<file path="src/rtl/avalon_bus_arbiter.sv">
// avalon_bus_arbiter: two-master, one-slave Avalon-MM arbiter with a registered round-robin grant
// Ports: clk, reset (async active-low); m0_*/m1_* master ports (m0 = CPU);
//        s_* slave port; grant one-hot {m1,m0}, 00 when idle; proto_err sticky read+write flag.
module avalon_bus_arbiter #(
    parameter int ADDR_W = 32,
    parameter int DATA_W = 32
) (
    input  logic                clk,
    input  logic                reset,
    input  logic [ADDR_W-1:0]   m0_address,
    input  logic                m0_read,
    input  logic                m0_write,
    input  logic [DATA_W-1:0]   m0_writedata,
    input  logic [DATA_W/8-1:0] m0_byteenable,
    output logic                m0_waitrequest,
    output logic [DATA_W-1:0]   m0_readdata,
    input  logic [ADDR_W-1:0]   m1_address,
    input  logic                m1_read,
    input  logic                m1_write,
    input  logic [DATA_W-1:0]   m1_writedata,
    input  logic [DATA_W/8-1:0] m1_byteenable,
    output logic                m1_waitrequest,
    output logic [DATA_W-1:0]   m1_readdata,
    output logic [ADDR_W-1:0]   s_address,
    output logic                s_read,
    output logic                s_write,
    output logic [DATA_W-1:0]   s_writedata,
    output logic [DATA_W/8-1:0] s_byteenable,
    input  logic                s_waitrequest,
    input  logic [DATA_W-1:0]   s_readdata,
    output logic [1:0]          grant,
    output logic                proto_err
);
    typedef enum logic [1:0] {IDLE, GNT0, GNT1} state_t;
    state_t state_q, state_d, own_st, oth_st;
    logic last_q, last_d, proto_err_q, proto_err_d;
    logic req0, req1, sel, cur_req, oth_req, done;
    always_comb begin
        req0 = m0_read | m0_write;
        req1 = m1_read | m1_write;
        sel = state_q == GNT1;
        cur_req = sel ? req1 : req0;
        oth_req = sel ? req0 : req1;
        own_st = sel ? GNT1 : GNT0;
        oth_st = sel ? GNT0 : GNT1;
        done = state_q != IDLE & cur_req & ~s_waitrequest;
        state_d = state_q;
        last_d = done ? sel : last_q;
        proto_err_d = proto_err_q | (state_q != IDLE & (sel ? m1_read & m1_write : m0_read & m0_write));
        // Completion and dropped grants share one hand-off rule: the other master first.
        if (state_q == IDLE)
            state_d = req0 & req1 ? (last_q ? GNT0 : GNT1) : req0 ? GNT0 : req1 ? GNT1 : IDLE;
        else if (done | ~cur_req)
            state_d = oth_req ? oth_st : cur_req ? own_st : IDLE;
    end
    always_comb begin
        s_address = sel ? m1_address : m0_address;
        s_writedata = sel ? m1_writedata : m0_writedata;
        s_byteenable = sel ? m1_byteenable : m0_byteenable;
        s_read = state_q == GNT0 ? m0_read : state_q == GNT1 ? m1_read : 1'b0;
        s_write = state_q == GNT0 ? m0_write : state_q == GNT1 ? m1_write : 1'b0;
        m0_waitrequest = state_q == GNT0 ? s_waitrequest : 1'b1;
        m1_waitrequest = state_q == GNT1 ? s_waitrequest : 1'b1;
        m0_readdata = s_readdata;
        m1_readdata = s_readdata;
        grant = {state_q == GNT1, state_q == GNT0};
        proto_err = proto_err_q;
    end
    // last resets to 1 so master 0 wins the first contention.
    always_ff @(posedge clk or negedge reset) begin
        if (!reset) begin
            state_q <= IDLE;
            last_q <= 1'b1;
            proto_err_q <= 1'b0;
        end else begin
            state_q <= state_d;
            last_q <= last_d;
            proto_err_q <= proto_err_d;
        end
    end
endmodule

</file>
<file path="config.mk">
export PLATFORM = sky130hd
export DESIGN_NAME = avalon_bus_arbiter
export DESIGN_NICKNAME = d
export VERILOG_FILES = /design/src/rtl/avalon_bus_arbiter.sv
export SDC_FILE = /design/constraint.sdc
export NUM_CORES = 1
export LEC_CHECK = 0
export CAP_MARGIN = 20
export CORE_AREA = 8 8 116 118
export CTS_CLUSTER_SIZE = 14
export DETAILED_ROUTE_END_ITERATION = 6
export DIE_AREA = 0 0 124 126
export PLACE_DENSITY = 0.67
export REMOVE_ABC_BUFFERS = 1
export SYNTH_ARGS = -nofsm -noshare
export SYNTH_HDL_FRONTEND = slang
export SYNTH_SLANG_ARGS = --single-unit
</file>
<file path="constraint.sdc">
create_clock -name clk -period 3.3 [get_ports clk]
set_input_delay 0.825 -clock clk [delete_from_list [all_inputs] [get_ports clk]]
set_output_delay 0.825 -clock clk [all_outputs]
set_load 0.005 [all_outputs]
</file>
==> results of run 1 <==
[state kept, by name, summed over array words and instances, names as in the netlist]
name	flops
proto_err	1
state_q	2
last_q	1
[worst max-delay path, stage by stage]
cell	delay, ps
clkdlybuf4s50_1	520
or3_1	360
clkdlybuf4s50_1	470
[worst min-delay path by stage]
stage,start,to
2_1_floorplan,proto_err$_DFF_PN0_,proto_err$_DFF_PN0_
3_3_place_gp,proto_err$_DFF_PN0_,proto_err$_DFF_PN0_
3_5_place_dp,proto_err$_DFF_PN0_,proto_err$_DFF_PN0_
4_1_cts,proto_err$_DFF_PN0_,proto_err$_DFF_PN0_
5_1_grt,proto_err$_DFF_PN0_,proto_err$_DFF_PN0_
6_report,proto_err$_DFF_PN0_,proto_err$_DFF_PN0_
[logic make-up (layout without fill, tap and decap cells)]
family          Yosys count  after routing  synth area share
buf+inv                  75            224             0.343
simple gates             11             11            0.0326
mux                      68             68             0.529
compound gates           11             11            0.0424
flops                     4              4            0.0529
[final cells by class]
class | instances | area [sq um] | area share
clock buffer | 4 | 78.8 | 0.0211
sequential | 4 | 101 | 0.0271
tap | 147 | 184 | 0.0492
inverter | 1 | 3.75 | 0.00100
multi-input combinational | 90 | 1160 | 0.310
timing repair buffer | 219 | 2210 | 0.592
[power by group]
part	switching (mW)	internal, mW	leakage, nW
Combinational	0.423	0.938	1.43
Sequential	0.0268	0.0682	0.0426
Clock	0.0384	0.160	0.0382
[per-layer routing]
layer  track usage  part of all wire
met5        0.0415            0.0047
met1         0.128              0.37
met4        0.0105            0.0020
met3         0.105              0.21
met2         0.178              0.41
[through the flow]
step	cell area (sq um)	power (mW)	worst slack, ps
after global routing	3740	1.74	252
after global placement	3660	1.46	340
after floorplan	1260	0.761	-126
final	3740	1.65	301
after CTS	3740	1.68	293
after detailed placement	3660	1.48	294
[layout by cell type (no fill, tap or decap), drive strengths merged, types with 2 or more instances in the layout]
cell | Yosys | layout
a21oi | 2 | 2
a22o | 2 | 2
buf | 74 | 2
clkbuf | 0 | 4
clkdlybuf4s50 | 0 | 217
dfrtp | 3 | 3
mux2 | 68 | 68
nor2 | 4 | 4
==> flow_summary.ini, run 1 <==
[outcome]
status = complete, no violations

[setup_path]
worstSetupPathType = input pin to output pin
endpoint = m0_waitrequest
end_kind = output pin
startpoint_type = input pin
crit_start = s_waitrequest
worstPathRequired_ps = 2470
timing.rr.start = state_q[0]$_DFFE_PN0P_
r2r-end = state_q[1]$_DFFE_PN0P_
rr_worst_depth = 3
worst_ep_arrival_time_ps = 2170
reg2reg_slack_ps = 2260
crit_path_max_fanout = 8

[clocking]
numCtsBuffers = 3
cts_resized = 0
clockRootBuffer = clkbuf_16
cts_sinks = 4
htree_levels = 1
tritoncts = yes
clock_latency_ps = 230
post-cts-setup-buffers = 0
cts_buffer_depth = 2
cts-hold-fix-buffers = 0
clk_pin_slew_ps = 40

[synthesis]
yosysTopAreaCellShare = 0.517
yosys.cell_count.top_type = mux2_4
netlist_top_cells_area = mux2_4 (52%), buf_4 (25%), buf_12 (7.3%)
ys.flop_type = dfrtp_1
ys_ff_latch = 4
syn_inst = 169
async_flop_share = 1.00
yosysTopAreaCell = mux2_4
ys_warn_count = 0
synth-seq-area-share = 0.0529
syn_avg_cell_area_sq_um = 11.3
synth_cell_types = 26
synth_edf_count = 0
synthTopCellsByCount = mux2_4 (66), buf_4 (65), buf_12 (7), nor2_1 (4), dfrtp_1 (3)
synth_area_sq_mm = 0.00192

[final_layout]
fill_cells = 1203
final_util = 0.319
final_cell_count_no_fill = 465
finalNetCount = 494
drive_gt1_frac = 0.236
diodes = 0
syn2layout_area_growth_pct = 95.0

[global_routing]
grt.total_usage = 0.120
grt_pass1_wl_mm = 13.9
grt_start_max_net_pins = 38
grt_pass1_vias = 2050
overflow = 0
antenna_found_initial = 0

[floorplanning]
core-area_sq_mm = 0.0117
ios = 314
fp-row-count = 40
die_x_um = 124
die_y_um = 126
dieArea_sq_mm = 0.0156
initial_utilization = 0.164

[hold_path]
hp-class = register to register
hold_depth = 1

[power]
p_per_area_mw_per_mm2 = 443
p_leak_nw = 1.51
ir_worst_vdd_v = 0.000311

[placed_design]
place.gp.congestion = 0.759
dp.cells = 461
dp_hpwl_mm = 9.42
port_buffers = 217

[sta]
slew_violations = 0
hold_viol = 0
rsz0062_at_grt = no
fin_crit_sh = 0.909
fmax_mhz = 333
hold_ws_ps = 490
tns_ps = 0
fin_crit_ps = 3000
timing.slew.headroom = 0.797
skew_ps = 6.64
finalSetupViolCount = 0
tightest_slew_ps = 304

[detailed_routing]
ant_nets = 0
drc_errors = 0
viasPerCell = 4.01
vias = 1866
initialDrtViolationCount = 63
wirelength_mm = 10.6
wl_per_cell_um = 22.8
drtPass1Iterations = 5

[job]
maxCapViolations = 0
(Power assumes the default switching activity.)
==> run 2, diff against run 1 <==
Settings changed: CORE_AREA 8 8 116 118 to 8 8 115 117, DIE_AREA 0 0 124 126 to 0 0 123 125, PLACE_DENSITY 0.67 to 0.68.
Clock period 3.3 ns to 3.4 ns, I/O delays scaled along.
==> run 2 against run 1 <==
- clock-buffer cell count stayed put
- clock power shrank 4%
- global-route usage is 0.45 points higher
- critical path depth unchanged
- core utilization is 0.28 points higher
- power is 2.7% lower
- wire length grew 1.3%
- via count is 0.32% higher
- sequential share of layout area unchanged
- clock skew shrank 4.7 ps
- first-iteration DRC count fell by 41%
- cell count unchanged
==> flow_summary.ini, run 2 (same netlist as run 1, synthesis figures left out) <==
[outcome]
status = complete, no violations

[setup_path]
worst_ep_arrival_time_ps = 2220
worstSetupPathType = input pin to output pin
worstPathRequired_ps = 2550
crit_path_max_fanout = 8
startpoint_type = input pin
end_kind = output pin

[power]
ir_worst_vdd_v = 0.000400
p_per_area_mw_per_mm2 = 431
finalPower_mw = 1.61
p_leak_nw = 1.51

[sta]
fin_crit_ps = 3070
slew_violations = 0
timing.slew.headroom = 0.805
rsz0062_at_grt = no
tightest_slew_ps = 292
fin_crit_sh = 0.904
finalSetupViolCount = 0
fmax_mhz = 325
hold_viol = 0
skew_ps = 1.94

[placed_design]
dp.cells = 461
port_buffers = 217
post_dp_cell_area_sq_mm = 0.00366
place.gp.congestion = 0.777
dp_hpwl_mm = 9.50

[clocking]
clk_pin_slew_ps = 30
cts-hold-fix-buffers = 0
tritoncts = yes
htree_levels = 1
clockRootBuffer = clkbuf_16
clock_latency_ps = 230
numCtsBuffers = 3
cts_resized = 0
post-cts-setup-buffers = 0
cts_sinks = 4
cts_buffer_depth = 2

[final_layout]
final_cell_count_no_fill = 465
diodes = 0
layout_commonest_cell = clkdlybuf4s50_1
drive_gt1_frac = 0.236
final_cell_area_sq_mm = 0.00374
largest_reg_flops = 2
finalNetCount = 494
syn2layout_area_growth_pct = 95.0
layout_common_cells = clkdlybuf4s50_1 (217), mux2_4 (66), nor2_1 (4), clkbuf_16 (3), dfrtp_1 (3)
top_register = state_q

[detailed_routing]
wl_per_cell_um = 23.1
viasPerCell = 4.03
initialDrtViolationCount = 37
drc_errors = 0
ant_nets = 0
drtPass1Iterations = 4
vias = 1872
wirelength_mm = 10.7

[floorplanning]
initial_utilization = 0.165
die_y_um = 125
die_x_um = 123
dieArea_sq_mm = 0.0154
core-area_sq_mm = 0.0116
ios = 314
fp-row-count = 40

[global_routing]
antenna_found_initial = 0
overflow = 0
grt_pass1_vias = 2126
grt_pass1_wl_mm = 14.3
grt.total_usage = 0.125
grt_start_max_net_pins = 40

[job]
maxCapViolations = 0

[hold_path]
hp-class = register to register
## run 2: cell counts in the layout (fill, tap and decap cells not counted)
Identical to the previous run, type by type.
## run 2: worst max-delay path, stage by stage
cell             delay, ps
clkdlybuf4s50_1        530
or3_1                  370
clkdlybuf4s50_1        470
## run 2: metrics by stage
stage / utilization / hold slack [ps] / setup TNS, ps / setup WS [ps]
2_1_floorplan: - / 479 / -101 / -50.7
3_3_place_gp: 0.315 / 473 / 0 / 342
3_5_place_dp: 0.315 / 519 / 0 / 305
4_1_cts: 0.322 / 526 / 0 / 299
5_1_grt: 0.322 / 539 / 0 / 262
6_report: 0.322 / 525 / 0 / 325
## run 2: per-layer routing
| metal | GRT usage | vias up | share of wire |
|---|---|---|---|
| li1 | - | 821 | - |
| met1 | 0.131 | 836 | 0.36 |
| met2 | 0.180 | 204 | 0.40 |
| met3 | 0.116 | 8 | 0.23 |
| met4 | 0.0149 | 3 | 0.0044 |
| met5 | 0.0484 | - | 0.0072 |
## run 2: worst paths after layout
| kind | start | endpoint | slack [ps] | depth (start not counted) |
|---|---|---|---|---|
| setup reg to reg | state_q[1]$_DFFE_PN0P_ | state_q[1]$_DFFE_PN0P_ | 2360 | 3 |
| min in group asynchronous | reset | proto_err$_DFF_PN0_ | 820 | 1 |
| setup / recovery | s_waitrequest | m0_waitrequest | 330 | 3 |
| hold / removal | proto_err$_DFF_PN0_ | proto_err$_DFF_PN0_ | 520 | 1 |
| hold reg to reg | proto_err$_DFF_PN0_ | proto_err$_DFF_PN0_ | 520 | 1 |
| max in group asynchronous | reset | last_q$_DFFE_PN1P_ | 2350 | 1 |
## run 2: power by group
part           internal (mW)  switching [mW]
Combinational          0.911           0.417
Sequential            0.0663          0.0257
Clock                  0.155          0.0351
## run 2: cell type report
class / instances / area (sq um)
Clock buffer: 4 / 78.8
Fill cell: 1194 / 7870
Inverter: 1 / 3.75
Multi-Input combinational cell: 90 / 1160
Sequential cell: 4 / 101
Tap cell: 147 / 184
Timing Repair Buffer: 219 / 2210
